## src/rtl/next_frame_writer_if.sv

```systemverilog
// Pixel-request handshake plus SRAM bus for the next-frame writer.
// The slave modport is the writer itself; the master modport is the producer/SRAM side.
interface next_frame_writer_if;
  logic        req_valid;
  logic        req_ready;
  logic [9:0]  req_x;
  logic [9:0]  req_y;
  logic [3:0]  req_color;
  logic [19:0] SRAM_ADDRESS;
  logic [15:0] Data_to_SRAM;
  logic [15:0] Data_from_SRAM;
  logic        SRAM_OE_N;
  logic        SRAM_WE_N;

  modport master (
    output req_valid, req_x, req_y, req_color, Data_from_SRAM,
    input  req_ready, SRAM_ADDRESS, Data_to_SRAM, SRAM_OE_N, SRAM_WE_N
  );

  modport slave (
    input  req_valid, req_x, req_y, req_color, Data_from_SRAM,
    output req_ready, SRAM_ADDRESS, Data_to_SRAM, SRAM_OE_N, SRAM_WE_N
  );
endinterface

```

## src/rtl/next_frame_writer.sv

```systemverilog
// Draws into the next frame buffer of a double-buffered SRAM frame store:
// single-pixel read-modify-write of 4-pixel words, and a bulk clear to a background colour.
module next_frame_writer #(
  parameter int H_WORDS = 160,
  parameter int V_ROWS  = 480
) (
  input  logic       Clk,
  input  logic       Reset,
  input  logic       EN,
  input  logic       even_frame,
  input  logic       clear_start,
  input  logic [3:0] clear_color,
  output logic       busy,
  next_frame_writer_if.slave bus
);

  typedef enum logic [2:0] {IDLE, RD, RD_WAIT, WR, CLR} state_t;

  localparam logic [7:0] LAST_COL = 8'(H_WORDS - 1);
  localparam logic [9:0] LAST_ROW = 10'(V_ROWS - 1);
  localparam logic [9:0] X_LIMIT  = 10'(H_WORDS * 4);
  localparam logic [9:0] Y_LIMIT  = 10'(V_ROWS);

  state_t      state;
  state_t      next_state;
  logic        buf_sel;
  logic [9:0]  row;
  logic [7:0]  col;
  logic [1:0]  nib;
  logic [3:0]  pix_color;
  logic [3:0]  clr_color;
  logic [15:0] rd_data;
  logic [15:0] merged;
  logic        ready;
  logic        in_range;
  logic        accept;
  logic        clear_go;
  logic        clear_last;

  assign in_range   = (bus.req_x < X_LIMIT) && (bus.req_y < Y_LIMIT);
  assign ready      = EN && !Reset && (state == IDLE) && !clear_start;
  assign accept     = ready && bus.req_valid;
  assign clear_go   = EN && (state == IDLE) && clear_start;
  assign clear_last = (col == LAST_COL) && (row == LAST_ROW);

  always_ff @(posedge Clk or posedge Reset) begin
    if (Reset) state <= IDLE;
    else       state <= next_state;
  end

  // EN low freezes everything, except that an interrupted read wait falls back to RD
  // so the SRAM read is always re-issued before a write.
  always_comb begin
    next_state = state;
    case (state)
      IDLE: begin
        if (clear_go)                 next_state = CLR;
        else if (accept && in_range)  next_state = RD;
      end
      RD:      if (EN) next_state = RD_WAIT;
      RD_WAIT: next_state = EN ? WR : RD;
      WR:      if (EN) next_state = IDLE;
      CLR:     if (EN && clear_last) next_state = IDLE;
      default: next_state = IDLE;
    endcase
  end

  always_ff @(posedge Clk or posedge Reset) begin
    if (Reset) begin
      buf_sel   <= 1'b0;
      row       <= '0;
      col       <= '0;
      nib       <= '0;
      pix_color <= '0;
      clr_color <= '0;
      rd_data   <= '0;
    end else begin
      case (state)
        IDLE: begin
          if (clear_go) begin
            buf_sel   <= ~even_frame;
            clr_color <= clear_color;
            row       <= '0;
            col       <= '0;
          end else if (accept && in_range) begin
            buf_sel   <= ~even_frame;
            row       <= bus.req_y;
            col       <= bus.req_x[9:2];
            nib       <= bus.req_x[1:0];
            pix_color <= bus.req_color;
          end
        end
        RD_WAIT: if (EN) rd_data <= bus.Data_from_SRAM;
        CLR: begin
          if (EN) begin
            if (col == LAST_COL) begin
              col <= '0;
              if (row != LAST_ROW) row <= row + 10'd1;
            end else begin
              col <= col + 8'd1;
            end
          end
        end
        default: ;
      endcase
    end
  end

  always_comb begin
    merged = rd_data;
    merged[{nib, 2'b00} +: 4] = pix_color;
  end

  always_comb begin
    bus.req_ready    = ready;
    busy             = (state != IDLE);
    bus.SRAM_ADDRESS = {1'b0, buf_sel, row, col};
    bus.SRAM_OE_N    = 1'b1;
    bus.SRAM_WE_N    = 1'b1;
    bus.Data_to_SRAM = '0;
    if (EN) begin
      case (state)
        RD, RD_WAIT: bus.SRAM_OE_N = 1'b0;
        WR: begin
          bus.SRAM_WE_N    = 1'b0;
          bus.Data_to_SRAM = merged;
        end
        CLR: begin
          bus.SRAM_WE_N    = 1'b0;
          bus.Data_to_SRAM = {4{clr_color}};
        end
        default: ;
      endcase
    end
  end

endmodule
```

## src/flat_wrapper.sv

```systemverilog
// flat-port wrapper written by rule: the top's interface ports become plain ports
module next_frame_writer_flat 
#(
  parameter int H_WORDS = 160,
  parameter int V_ROWS  = 480
)
  (Clk, Reset, EN, even_frame, clear_start, clear_color, busy, bus_req_valid, bus_req_x, bus_req_y, bus_req_color, bus_Data_from_SRAM, bus_req_ready, bus_SRAM_ADDRESS, bus_Data_to_SRAM, bus_SRAM_OE_N, bus_SRAM_WE_N);
  next_frame_writer_if bus_i ();
  input  logic Clk;
  input  logic Reset;
  input  logic EN;
  input  logic even_frame;
  input  logic clear_start;
  input  logic [3:0] clear_color;
  output logic busy;
  input wire logic [$bits(bus_i.req_valid)-1:0] bus_req_valid;
  input wire logic [$bits(bus_i.req_x)-1:0] bus_req_x;
  input wire logic [$bits(bus_i.req_y)-1:0] bus_req_y;
  input wire logic [$bits(bus_i.req_color)-1:0] bus_req_color;
  input wire logic [$bits(bus_i.Data_from_SRAM)-1:0] bus_Data_from_SRAM;
  output wire logic [$bits(bus_i.req_ready)-1:0] bus_req_ready;
  output wire logic [$bits(bus_i.SRAM_ADDRESS)-1:0] bus_SRAM_ADDRESS;
  output wire logic [$bits(bus_i.Data_to_SRAM)-1:0] bus_Data_to_SRAM;
  output wire logic [$bits(bus_i.SRAM_OE_N)-1:0] bus_SRAM_OE_N;
  output wire logic [$bits(bus_i.SRAM_WE_N)-1:0] bus_SRAM_WE_N;
  assign bus_i.req_valid = bus_req_valid;
  assign bus_i.req_x = bus_req_x;
  assign bus_i.req_y = bus_req_y;
  assign bus_i.req_color = bus_req_color;
  assign bus_i.Data_from_SRAM = bus_Data_from_SRAM;
  assign bus_req_ready = bus_i.req_ready;
  assign bus_SRAM_ADDRESS = bus_i.SRAM_ADDRESS;
  assign bus_Data_to_SRAM = bus_i.Data_to_SRAM;
  assign bus_SRAM_OE_N = bus_i.SRAM_OE_N;
  assign bus_SRAM_WE_N = bus_i.SRAM_WE_N;
  next_frame_writer #(.H_WORDS(H_WORDS), .V_ROWS(V_ROWS)) u_core (.Clk(Clk), .Reset(Reset), .EN(EN), .even_frame(even_frame), .clear_start(clear_start), .clear_color(clear_color), .busy(busy), .bus(bus_i));
endmodule
```

## config.mk

```make
export PLATFORM = sky130hd
export DESIGN_NAME = next_frame_writer_flat
export DESIGN_NICKNAME = d
export VERILOG_FILES = /design/src/rtl/next_frame_writer_if.sv /design/src/rtl/next_frame_writer.sv /design/src/flat_wrapper.sv
export SDC_FILE = /design/constraint.sdc
export NUM_CORES = 1
export LEC_CHECK = 0
export CORE_MARGIN = 5
export CORE_UTILIZATION = 35
export CTS_CLUSTER_DIAMETER = 30
export CTS_CLUSTER_SIZE = 20
export DETAILED_ROUTE_END_ITERATION = 10
export DONT_BUFFER_PORTS = 1
export PLACE_DENSITY_LB_ADDON = 0.25
export SETUP_SLACK_MARGIN = 0.1
export SLEW_MARGIN = 30
export SYNTH_ARGS = -nofsm -noshare
export SYNTH_HDL_FRONTEND = slang
export SYNTH_SLANG_ARGS = --single-unit
```

## constraint.sdc

```tcl
create_clock -name Clk -period 3.54 [get_ports Clk]
set_input_delay 0.708 -clock Clk [delete_from_list [all_inputs] [get_ports Clk]]
set_output_delay 0.708 -clock Clk [all_outputs]
set_load 0.005 [all_outputs]
```

After elaboration in Yosys (flattened, before gate mapping)

Index checks and enable logic that the tools add are counted.

Flip-flop bits (word level): 48
Input port bits: 50
Output and inout bits: 40
Word-level logic and storage cells: 83

$add $sub $neg: 3
Magnitude comparators: 2
Equality and inequality tests: 14
Shift-type cells: 2
Multiplexer cells: 27
Bitwise logic cells: 2
Reductions and logical operators: 25

Operators by type and width:

| operator                                                                | count |
|---|---|
| 10-bit 2-to-1 mux                                                       | 5 |
| 8-bit 2-to-1 mux                                                        | 4 |
| 16-bit case mux with 2 select lines                                     | 1 |
| 10-bit case mux with 2 select lines                                     | 1 |
| 16-bit bitwise mux                                                      | 1 |
| 16-bit 2-to-1 mux                                                       | 1 |
| 8-bit case mux with 2 select lines                                      | 1 |
| 4-bit by 6-bit variable shift with 16-bit output (first input constant) | 1 |
| 4-bit by 6-bit indexed part select with 16-bit output                   | 1 |
| 3-bit 2-to-1 mux                                                        | 5 |
| 3-bit case mux with 5 select lines                                      | 1 |
| 10-bit by 1-bit adder with 10-bit output (second input constant)        | 1 |
| 10-bit by 9-bit == test with 1-bit output (second input constant)       | 1 |
| 1-bit logical AND                                                       | 10 |
| 10-bit < comparator (second input constant)                             | 1 |
| 10-bit by 9-bit < comparator with 1-bit output (second input constant)  | 1 |
| 10-bit by 9-bit != test with 1-bit output (second input constant)       | 1 |
| 8-bit by 1-bit adder with 8-bit output (second input constant)          | 1 |
| 8-bit == test (second input constant)                                   | 1 |
| 3-bit by 2-bit == test with 1-bit output (second input constant)        | 2 |
| 1-bit 2-to-1 mux                                                        | 6 |
| 2-bit by 1-bit != test with 1-bit output (second input constant)        | 3 |
| 2-bit != test (second input constant)                                   | 3 |
| 4-bit negation with 6-bit output                                        | 1 |
| 14 further kinds                                                        | 21 |

Depth between registers and ports, before layout

Word-level depth: 9
Mapped depth: 8
Gate-level depth less buffers: 7

Least setup slack after synthesis

OpenSTA, ideal clock, no wires.

Path kind: input port to output port
Start: in EN
End: out bus_SRAM_OE_N
Data arrival time: 1.864 ns
Required time: 2.832 ns
Slack: 0.968 ns
Stages on the path: 6
Buffers on the path: 1
Cell sequence: buf_2 -> nor4b_4 -> nand4_4 -> nand3_1 -> nand3_1 -> a211o_1

Cells in the longest elaborated chain, start to end: 1

Ends and longest elaborated chain:

| what             | RTL line                 | source |
|---|---|---|
| from (decl)      | flat_wrapper.sv:11       | `input logic EN;` |
| 1-bit 2-to-1 mux | next_frame_writer.sv:121 | `if (EN) begin` |
| to (decl)        | flat_wrapper.sv:24       | `output wire logic [$bits(bus_i.SRAM_OE_N)-1:0] bus_SRAM_OE_N;` |

Every way passes these cells.

==> impl_metrics.xml <==
<?xml version="1.0" encoding="UTF-8"?>
<metrics>
  <group name="status">
    <metric name="run_status" unit="">completed</metric>
  </group>
  <group name="worst_setup_path">
    <metric name="worst-endpoint-required" unit="ns">2.83</metric>
    <metric name="timing.critical_path.slowest_cell_delay" unit="ns">0.51</metric>
    <metric name="cp_data_arrival_time" unit="ns">2.38</metric>
    <metric name="timing.critical_path.from_type" unit="">register</metric>
    <metric name="worst_setup_path_end_kind" unit="">output pin</metric>
    <metric name="crit_path_start" unit="">u_core.col[0]</metric>
    <metric name="timing.critical_path.slowest_stage_cell" unit="">o21ai_0</metric>
    <metric name="critPathKind" unit="">reg2out</metric>
    <metric name="r2r-start" unit="">u_core.state[2]</metric>
    <metric name="path_cells" unit="">ha_1 -&gt; nand4_1 -&gt; o21ai_0 -&gt; o31a_1 -&gt; nand3_1 -&gt; a211o_1</metric>
    <metric name="critical_path.max_fanout" unit="">6</metric>
  </group>
  <group name="detailed_routing">
    <metric name="number_of_nets_with_antenna_violations_after_routing" unit="">0</metric>
    <metric name="drt-wirelength-per-cell" unit="um">19.7</metric>
    <metric name="routed_via_density" unit="">5.80</metric>
    <metric name="drt_pre_antenna_iters" unit="">4</metric>
    <metric name="drcViolationCount" unit="">0</metric>
    <metric name="drt_iter0_drc" unit="">115</metric>
    <metric name="routed-via-count" unit="">2505</metric>
    <metric name="routed_wirelength" unit="um">8530</metric>
  </group>
  <group name="synth">
    <metric name="post_synth_instance_area" unit="um2">3030</metric>
    <metric name="count_of_synthesis_stage_warnings_from_yosys" unit="">0</metric>
    <metric name="synth_fp_nets" unit="">386</metric>
    <metric name="dominantRegCellSynth" unit="">dfrtp_1</metric>
    <metric name="proportion_of_synthesized_chip_area_in_sequential_cells" unit="%">39.7</metric>
    <metric name="synth.area.mux_share" unit="%">10.2</metric>
    <metric name="synth_compound_gate_area_share" unit="%">21.2</metric>
    <metric name="synthXorXnorAreaFrac" unit="%">0.289</metric>
    <metric name="yosys_register_bits" unit="">48</metric>
    <metric name="ys_async_sr_fraction" unit="%">100</metric>
    <metric name="post-synth-top-area-fraction" unit="%">39.7</metric>
    <metric name="yosys.area.top_type" unit="">dfrtp_1</metric>
    <metric name="post_synthesis_area_per_instance" unit="um2">9.21</metric>
    <metric name="distinct_cells_synth" unit="">49</metric>
    <metric name="post_synth_fa_ha_maj_area_fraction" unit="%">2.89</metric>
    <metric name="ys_top_cells_by_area" unit="">dfrtp_1, mux2_2, a21oi_1, nor2_1, nor2b_1</metric>
    <metric name="synthCells" unit="">329</metric>
    <metric name="post_synth_and_or_nand_nor_area_fraction" unit="%">21.5</metric>
    <metric name="synth_edf_count" unit="">0</metric>
    <metric name="largest_family_of_logic_cells_by_synthesized_area" unit="">simple AND/OR/NAND/NOR gates</metric>
  </group>
  <group name="floorplan">
    <metric name="initial_core_util" unit="%">35.3</metric>
    <metric name="die_y" unit="um">103</metric>
    <metric name="floorplan.die.width" unit="um">103</metric>
    <metric name="fp.dieArea" unit="um2">10600</metric>
    <metric name="core-area" unit="um2">8590</metric>
    <metric name="pin_count" unit="">90</metric>
    <metric name="number_of_core_rows" unit="">34</metric>
  </group>
  <group name="clock_network">
    <metric name="ctsHoldBuffers" unit="">0</metric>
    <metric name="cts.path.max_buffers" unit="">2</metric>
    <metric name="cts-root-buf" unit="">clkbuf_8</metric>
    <metric name="clkSlewWorstSetupHoldPaths" unit="ns">0.10</metric>
    <metric name="post-cts-setup-buffer-count" unit="">0</metric>
    <metric name="tritoncts" unit="">yes</metric>
    <metric name="cts_made_buffers" unit="">5</metric>
    <metric name="numClockSinks" unit="">48</metric>
    <metric name="ctsHtreeMaxLevel" unit="">2</metric>
    <metric name="worstSkewPairLatency" unit="ns">0.31</metric>
    <metric name="cts_repair_resize_count" unit="">0</metric>
  </group>
  <group name="place">
    <metric name="hpwlAfterDp" unit="um">6320</metric>
    <metric name="gpl_congestion" unit="">0.858</metric>
    <metric name="buffer_ports.inserted" unit="">0</metric>
  </group>
  <group name="layout">
    <metric name="finish.net_count" unit="">379</metric>
    <metric name="register_area" unit="um2">1200</metric>
    <metric name="multi_input_area" unit="um2">1710</metric>
    <metric name="drive_above_1_share" unit="%">14.6</metric>
    <metric name="layout-area-overhead-vs-synth" unit="%">6.07</metric>
    <metric name="nFillCells" unit="">908</metric>
  </group>
  <group name="sta">
    <metric name="timing.final.max_slew_violations" unit="">0</metric>
    <metric name="rsz0062_at_grt" unit="">false</metric>
    <metric name="timing_worst_slew_pin_value" unit="ns">0.621</metric>
    <metric name="slew_headroom" unit="%">58.6</metric>
    <metric name="skew" unit="ns">0.0109</metric>
    <metric name="period_minus_slack" unit="ns">3.09</metric>
    <metric name="setup_tns" unit="ns">0</metric>
    <metric name="max_clock_freq" unit="GHz">0.324</metric>
    <metric name="hold_viol" unit="">0</metric>
    <metric name="holdWs" unit="ns">0.353</metric>
    <metric name="setup_viol_count_final" unit="">0</metric>
    <metric name="timing.final.crit_share" unit="%">87.3</metric>
  </group>
  <group name="global_route">
    <metric name="grt_first_pass_wirelength" unit="um">13000</metric>
    <metric name="maximum_number_of_pins_on_one_net_before_global_route_repair" unit="">49</metric>
    <metric name="initial_antenna_violation_count" unit="">1</metric>
    <metric name="gr_util_all_layers" unit="%">16.0</metric>
    <metric name="grt.overflow.total" unit="">0</metric>
    <metric name="grt_pass1_vias" unit="">2351</metric>
  </group>
  <group name="pwr">
    <metric name="reported_leakage_power" unit="uW">0.00127</metric>
    <metric name="vdd_ir_drop_max" unit="mV">0.219</metric>
    <metric name="cellPowerDensity" unit="nW/um2">813</metric>
  </group>
  <group name="run">
    <metric name="drv_cap" unit="">0</metric>
  </group>
  <group name="hold_path">
    <metric name="min_path_type" unit="">in2async</metric>
  </group>
</metrics>
synth_stat cells, drive strengths merged (6+ instances only):
library cell  count
nor2             27
o21ai            20
clkbuf           10
nor2b            15
dfrtp            48
a21o              6
nand2            24
a21oi            33
mux2             27
a31oi             8
ha                7
inv              10
buf               8
o21a             12
nand3            15
through the flow:
stage / utilization [%] / total power (uW) / setup slack, ns / area [um2] / std cells
2_1_floorplan: - / 1980 / 0.968 / 3030 / 329
3_3_place_gp: 36.2 / 2250 / 0.822 / 3110 / 422
3_5_place_dp: 36.3 / 2270 / 0.804 / 3120 / 423
4_1_cts: 37.4 / 2630 / 0.441 / 3210 / 431
5_1_grt: 37.4 / 2830 / 0.226 / 3210 / 432
6_report: 37.4 / 2610 / 0.451 / 3210 / 432
worst max-delay path, delay by kind of cell, from the launching register on:
kind                     cells  cell delay (ns)
AO/OA/AOI/OAI                3             1.00
adder cells (fa/ha/maj)      1             0.29
AND/OR/NAND/NOR              2             0.34
flip-flops                   1             0.44
flip-flops by register name (all words and copies together), names as in the netlist:
signal            flops
u_core.buf_sel        1
u_core.row           10
u_core.col            8
u_core.clr_color      4
u_core.state          3
u_core.rd_data       16
u_core.nib            2
u_core.pix_color      4
cell usage in the layout (no fill, tap or decap), types with 2 or more instances in the layout:
master     count
buf_4          4
and4b_1        3
nand2b_1       5
and4_1         2
clkbuf_8       6
nand4_1        4
a211o_1        2
nor3_1         4
nor2b_1       15
a221oi_1       2
o21ai_0        9
or3_1          3
nand2_1       24
o31ai_1        4
o21a_1        12
inv_1          8
nand3_1       15
o21ai_1       11
a21o_1         6
o22ai_1        2
mux2_2        26
a21oi_1       33
o2bb2ai_1      2
nor2_1        27
dfrtp_1       48
a31oi_1        8
ha_1           7
nor4_1         3
and2_1         2
a32oi_1        5
nor3b_1        2
kinds of logic (layout without fill, tap and decap cells):
logic type | Yosys count | after routing
fa+ha+maj | 7 | 7
xor+xnor | 1 | 1
simple gates | 116 | 116
flops | 48 | 48
other cells | 1 | 2
mux | 27 | 27
buf+inv | 28 | 22
compound gates | 101 | 101
power breakdown:
| part | leakage [uW] | switching [uW] | internal [uW] |
|---|---|---|---|
| combinational | 0.000636 | 609 | 514 |
| sequential | 0.000590 | 329 | 807 |
| clock | 0.0000445 | 193 | 159 |
worst paths after layout:
check	slack [ns]	endpoint	cells past startpoint
min reg2reg	0.50	u_core.rd_data[6]	1
min	0.35	u_core.row[6]	1
max	0.45	bus_SRAM_OE_N	6
max reg2reg	0.90	u_core.row[1]	4
min in group Clk	0.48	u_core.buf_sel	1
max in group asynchronous	2.77	u_core.rd_data[6]	1
area by class of cell:
class	count	area share (%)
antenna	1	0.0779
clock buffer	7	2.69
clock inverter	1	0.234
inverter	10	1.25
multi-input combinational	253	53.2
sequential	48	37.4
tap	108	4.21
timing repair buffer	4	0.935
per-layer routing:
| layer | share of wire [%] | track usage [%] | wire, um |
|---|---|---|---|
| met5 | 0 | 0 | 0 |
| met4 | 1.3 | 4.28 | 107 |
| met3 | 8.3 | 5.62 | 712 |
| met2 | 46 | 23.4 | 3930 |
| met1 | 44 | 22.5 | 3780 |
Power figures use the tool's default switching activity.
